File: src/rtl/counter_pkg.sv
// Shared constants and the modulus legality check for the modulo counter family.
package counter_pkg;

  localparam bit DIR_UP   = 1'b1;
  localparam bit DIR_DOWN = 1'b0;

  // Legal iff 2 <= modulus <= 2**width; width bounded so the shift stays in 64 bits.
  function automatic bit modulus_ok(input int unsigned width, input longint unsigned modulus);
    return (width > 0) && (width < 63) && (modulus >= 64'd2) && (modulus <= (64'd1 << width));
  endfunction

endpackage

File: src/rtl/dff_bank.sv
// WIDTH-wide D register with asynchronous active-low reset to zero.
module dff_bank #(
  parameter int unsigned WIDTH = 4
) (
  input  logic             clk,
  input  logic             rst,
  input  logic [WIDTH-1:0] d,
  output logic [WIDTH-1:0] q
);

  always_ff @(posedge clk or negedge rst) begin
    if (!rst) q <= '0;
    else      q <= d;
  end

endmodule

File: src/rtl/mod_counter.sv
// Cascadable up/down modulo-MODULUS counter with clear, saturating load and wrap pulse.
// Optional registered compare flag enabled by defining MOD_COUNTER_MATCH_EN.
module mod_counter
  import counter_pkg::*;
#(
  parameter int unsigned WIDTH   = 4,
  parameter int unsigned MODULUS = 10
) (
  input  logic             clk,
  input  logic             rst,
  input  logic             en,
  input  logic             up_dn,
  input  logic             clr,
  input  logic             load,
  input  logic [WIDTH-1:0] d,
  output logic [WIDTH-1:0] q,
  output logic             tc,
  output logic             wrap,
  input  logic [WIDTH-1:0] cmp_val,
  output logic             match
);

  localparam logic [WIDTH-1:0] MAX_Q      = WIDTH'(MODULUS - 1);
  localparam bit               FULL_RANGE = (64'(MODULUS) == (64'd1 << WIDTH));

  if (!modulus_ok(WIDTH, 64'(MODULUS))) begin : g_bad_modulus
    $error("mod_counter: MODULUS must lie in 2..2**WIDTH");
  end

  logic [WIDTH-1:0] q_nxt;
  logic             wrap_nxt;
  logic             at_max;
  logic             at_zero;

  assign at_max  = (q == MAX_Q);
  assign at_zero = (q == '0);

  // Zero-latency carry-out so a downstream stage can step on the same edge.
  assign tc = en && ((up_dn == DIR_UP) ? at_max : at_zero);

  // Next count: clr > load > en > hold.
  always_comb begin
    q_nxt    = q;
    wrap_nxt = 1'b0;
    if (clr) begin
      q_nxt = '0;
    end else if (load) begin
      q_nxt = (d > MAX_Q) ? MAX_Q : d;
    end else if (en) begin
      wrap_nxt = tc;
      if (up_dn == DIR_UP) begin
        if (FULL_RANGE) q_nxt = q + WIDTH'(1);
        else            q_nxt = at_max ? '0 : q + WIDTH'(1);
      end else begin
        q_nxt = at_zero ? MAX_Q : q - WIDTH'(1);
      end
    end
  end

  dff_bank #(.WIDTH(WIDTH)) u_q_reg (
    .clk (clk),
    .rst (rst),
    .d   (q_nxt),
    .q   (q)
  );

  always_ff @(posedge clk or negedge rst) begin
    if (!rst) wrap <= 1'b0;
    else      wrap <= wrap_nxt;
  end

`ifdef MOD_COUNTER_MATCH_EN
  // Compare the current count; the flag therefore trails q by one cycle.
  always_ff @(posedge clk or negedge rst) begin
    if (!rst) match <= 1'b0;
    else      match <= (q == cmp_val);
  end
`else
  logic unused_cmp_val;
  assign unused_cmp_val = ^cmp_val;
  assign match          = 1'b0;
`endif

endmodule

File: config.mk
export PLATFORM = sky130hd
export DESIGN_NAME = mod_counter
export DESIGN_NICKNAME = d
export VERILOG_FILES = /design/src/rtl/counter_pkg.sv /design/src/rtl/dff_bank.sv /design/src/rtl/mod_counter.sv
export SDC_FILE = /design/constraint.sdc
export NUM_CORES = 1
export LEC_CHECK = 0
export ABC_AREA = 0
export CORE_AREA = 2 2 39 41
export CTS_CLUSTER_SIZE = 28
export DETAILED_ROUTE_END_ITERATION = 7
export DIE_AREA = 0 0 41 43
export PLACE_DENSITY = 0.74
export SLEW_MARGIN = 20
export SYNTH_ARGS = -nofsm -noshare
export SYNTH_HDL_FRONTEND = slang
export SYNTH_SLANG_ARGS = --single-unit
File: constraint.sdc
create_clock -name clk -period 1.6 [get_ports clk]
set_input_delay 0.32 -clock clk [delete_from_list [all_inputs] [get_ports clk]]
set_output_delay 0.32 -clock clk [all_outputs]
set_load 0.005 [all_outputs]
==> results.cfg, run 1 <==
[status]
outcome = finished, violations left
violations = negative setup slack

[placed_design]
dpl.cell_count = 82
place_area_um2 = 634
dpl.hpwl_um = 868
numPortBuffers = 15
place.gp.congestion = 0.754

[sta]
finalSetupViolations = 1
setup_slack_ps = -213
hold_violations = 0
fmax_ghz = 0.552
period_minus_slack_ps = 1810
rsz0062_at_grt = yes
drv_slew = 0
min_period_over_period_pct = 113
fin_skew_ps = 2.22

[synthesis]
synth.largest_area_cell = dfrtp_1
synth_edf_count = 0
synthTopCellsByArea = dfrtp_1 (28%), a2111oi_4 (6.3%), nand3_1 (5.7%)
async_flop_share_pct = 100
syn_avg_cell_area_um2 = 8.96
ys.flop_type = dfrtp_1
syn_nets = 63
synthCells = 49
synth_common_cells = dfrtp_1 (5), nand3_1 (5), inv_1 (3), nor2_1 (3)
ys_ff_latch = 5
yosysTopAreaCellShare_pct = 28.5
synthDistinctLibCells = 31
synth-seq-area-share_pct = 28.5
synth_warnings = 0
syn_area_um2 = 439

[clock_tree]
cts_hold_buf = 0
htreeDepth = 1
cts-root-buf = clkbuf_4
clk_pin_slew_ps = 50
cts_tree = built
cts.sinks = 5
clk_latency_ps = 240
clock_path_buffers = 2
cts_made_buffers = 3

[floorplan]
die_x_um = 41
rows = 14
dieArea_um2 = 1760
coreArea_um2 = 1380
die_h_um = 43
start_util_pct = 31.7
io_pins = 21

[drt]
routed_wl_mm = 1.26
drc = 0
vias = 502
routedWlPerCell_um = 13.8
ant_nets = 0
dr.pass1.iters = 4
vias_per_cell = 5.52
drt_iter0_markers = 12

[global_route]
antenna_found_initial = 0
grt_usage_pct = 16.7
grt_max_degree = 11
grt_pass1_wl_mm = 1.95
grt_pass1_vias = 482
grt.overflow.total = 0

[worst_setup_path]
critical_path_arrival_ps = 1490
path_class = register to output port
max_stage_delay_ps = 400
critPathCaptureType = output port
cp_num_buf_inv = 1
path_max_fanout = 2
slowest_stage = or3_4
crit_chain = or3_4, a2111oi_4, buf_2
crit_required_ps = 1280
start_kind = register
path_delay_family = simple AND/OR/NAND/NOR gates

[power_and_ir_drop]
peakVddDrop_v = 0.000228
finalPower_mw = 0.457
p_per_area_nw_per_um2 = 639
leakage_nw = 0.342

[final_layout]
finalInstanceArea_um2 = 716
final_layout_size_suffix_gt1_share_pct = 30.7
final_util_pct = 51.7
diodes = 0
syn_to_final_growth_pct = 63.0
final_cells = 91
fin_nets = 90

[min_path]
hp-class = primary input to async pin

[flow_run]
cap_violations = 0
-- state kept, by name, summed over array words and instances, names as in the netlist --
signal / flops
u_q_reg.q: 4
wrap: 1
-- worst reg2reg max path, delay by kind of cell (launching register included) --
kind,cells,cell delay (ps)
xor gates and xnor gates,1,280
DFF,1,390
buffers and inverters,3,410
AOI/OAI and AO/OA,1,160
and+or+nand+nor,1,170
-- stage by stage --
stage	setup slack (ps)	setup TNS [ps]	hold WS [ps]
global placement	-705	-1080	551
finish	-213	-213	306
global route	-291	-372	310
detailed placement	-734	-1220	559
CTS	-210	-235	305
floorplan	31.0	0	24.4
-- layer usage --
metal	GRT usage (%)	wire length, um	vias up
met4	10.0	29	0
li1	-	-	236
met3	4.19	73	4
met2	28.1	675	24
met1	17.2	480	238
met5	0	0	-
-- cells by family after synthesis --
family	after synthesis	share of synthesized area (%)
flip-flops	5	28.5
other	1	0.854
buffers and inverters	9	10.5
AO/OA/AOI/OAI	11	24.8
AND/OR/NAND/NOR	20	29.3
XOR/XNOR	3	5.98
-- worst paths after layout --
| path | from | to | slack (ps) | cells after the start |
|---|---|---|---|---|
| hold reg to reg | u_q_reg.q[2]$_DFFE_PN0P_ | wrap$_DFF_PN0_ | 690 | 3 |
| setup reg to reg | u_q_reg.q[0]$_DFFE_PN0P_ | u_q_reg.q[3]$_DFFE_PN0P_ | 50 | 6 |
| max in group asynchronous | rst | wrap$_DFF_PN0_ | 1100 | 1 |
| setup / recovery | u_q_reg.q[3]$_DFFE_PN0P_ | tc | -210 | 3 |
| min in group clk | d[0] | u_q_reg.q[0]$_DFFE_PN0P_ | 660 | 3 |
| hold / removal | rst | u_q_reg.q[3]$_DFFE_PN0P_ | 310 | 1 |
-- timing repair --
action,CTS,global route
resized for setup,7,5
pin swaps,1,0
endpoints found under the setup margin,4,6
buffers inserted,2,3
-- cell usage in the layout, fill, tap and decap left out, drive strengths merged, types with 3 or more instances in the layout --
master	count
a2111oi	3
clkdlybuf4s50	10
inv	3
nor2	3
buf	14
clkbuf	4
dfrtp	5
dlymetal6s2s	3
nand3	5
-- where the power goes --
| part | total (mW) | switching (mW) | leakage (nW) | internal [mW] |
|---|---|---|---|---|
| sequential | 0.141 | 0.00528 | 0.0662 | 0.136 |
| clock | 0.146 | 0.0514 | 0.0150 | 0.0943 |
| combinational | 0.171 | 0.0768 | 0.261 | 0.0940 |
-- cell type report --
| cell class | instances | area (um^2) |
|---|---|---|
| Inverter | 3 | 11.3 |
| Fill cell | 134 | 668 |
| Multi-Input combinational cell | 35 | 273 |
| Clock buffer | 4 | 26.3 |
| Timing Repair Buffer | 28 | 260 |
| Sequential cell | 5 | 125 |
| Tap cell | 16 | 20.0 |
Power figures use the tool's default switching activity.
==> run 2: changes to the inputs <==
SKIP_LAST_GASP = 1   (was not set)
==> results of run 2 <==
No change in the layout: final DEF, timing and power equal those of run 1.
==> run 3: changes to the inputs <==
CAP_MARGIN = 20   (was not set)
==> results of run 3 <==
No change in the layout: final DEF, timing and power equal those of run 1.
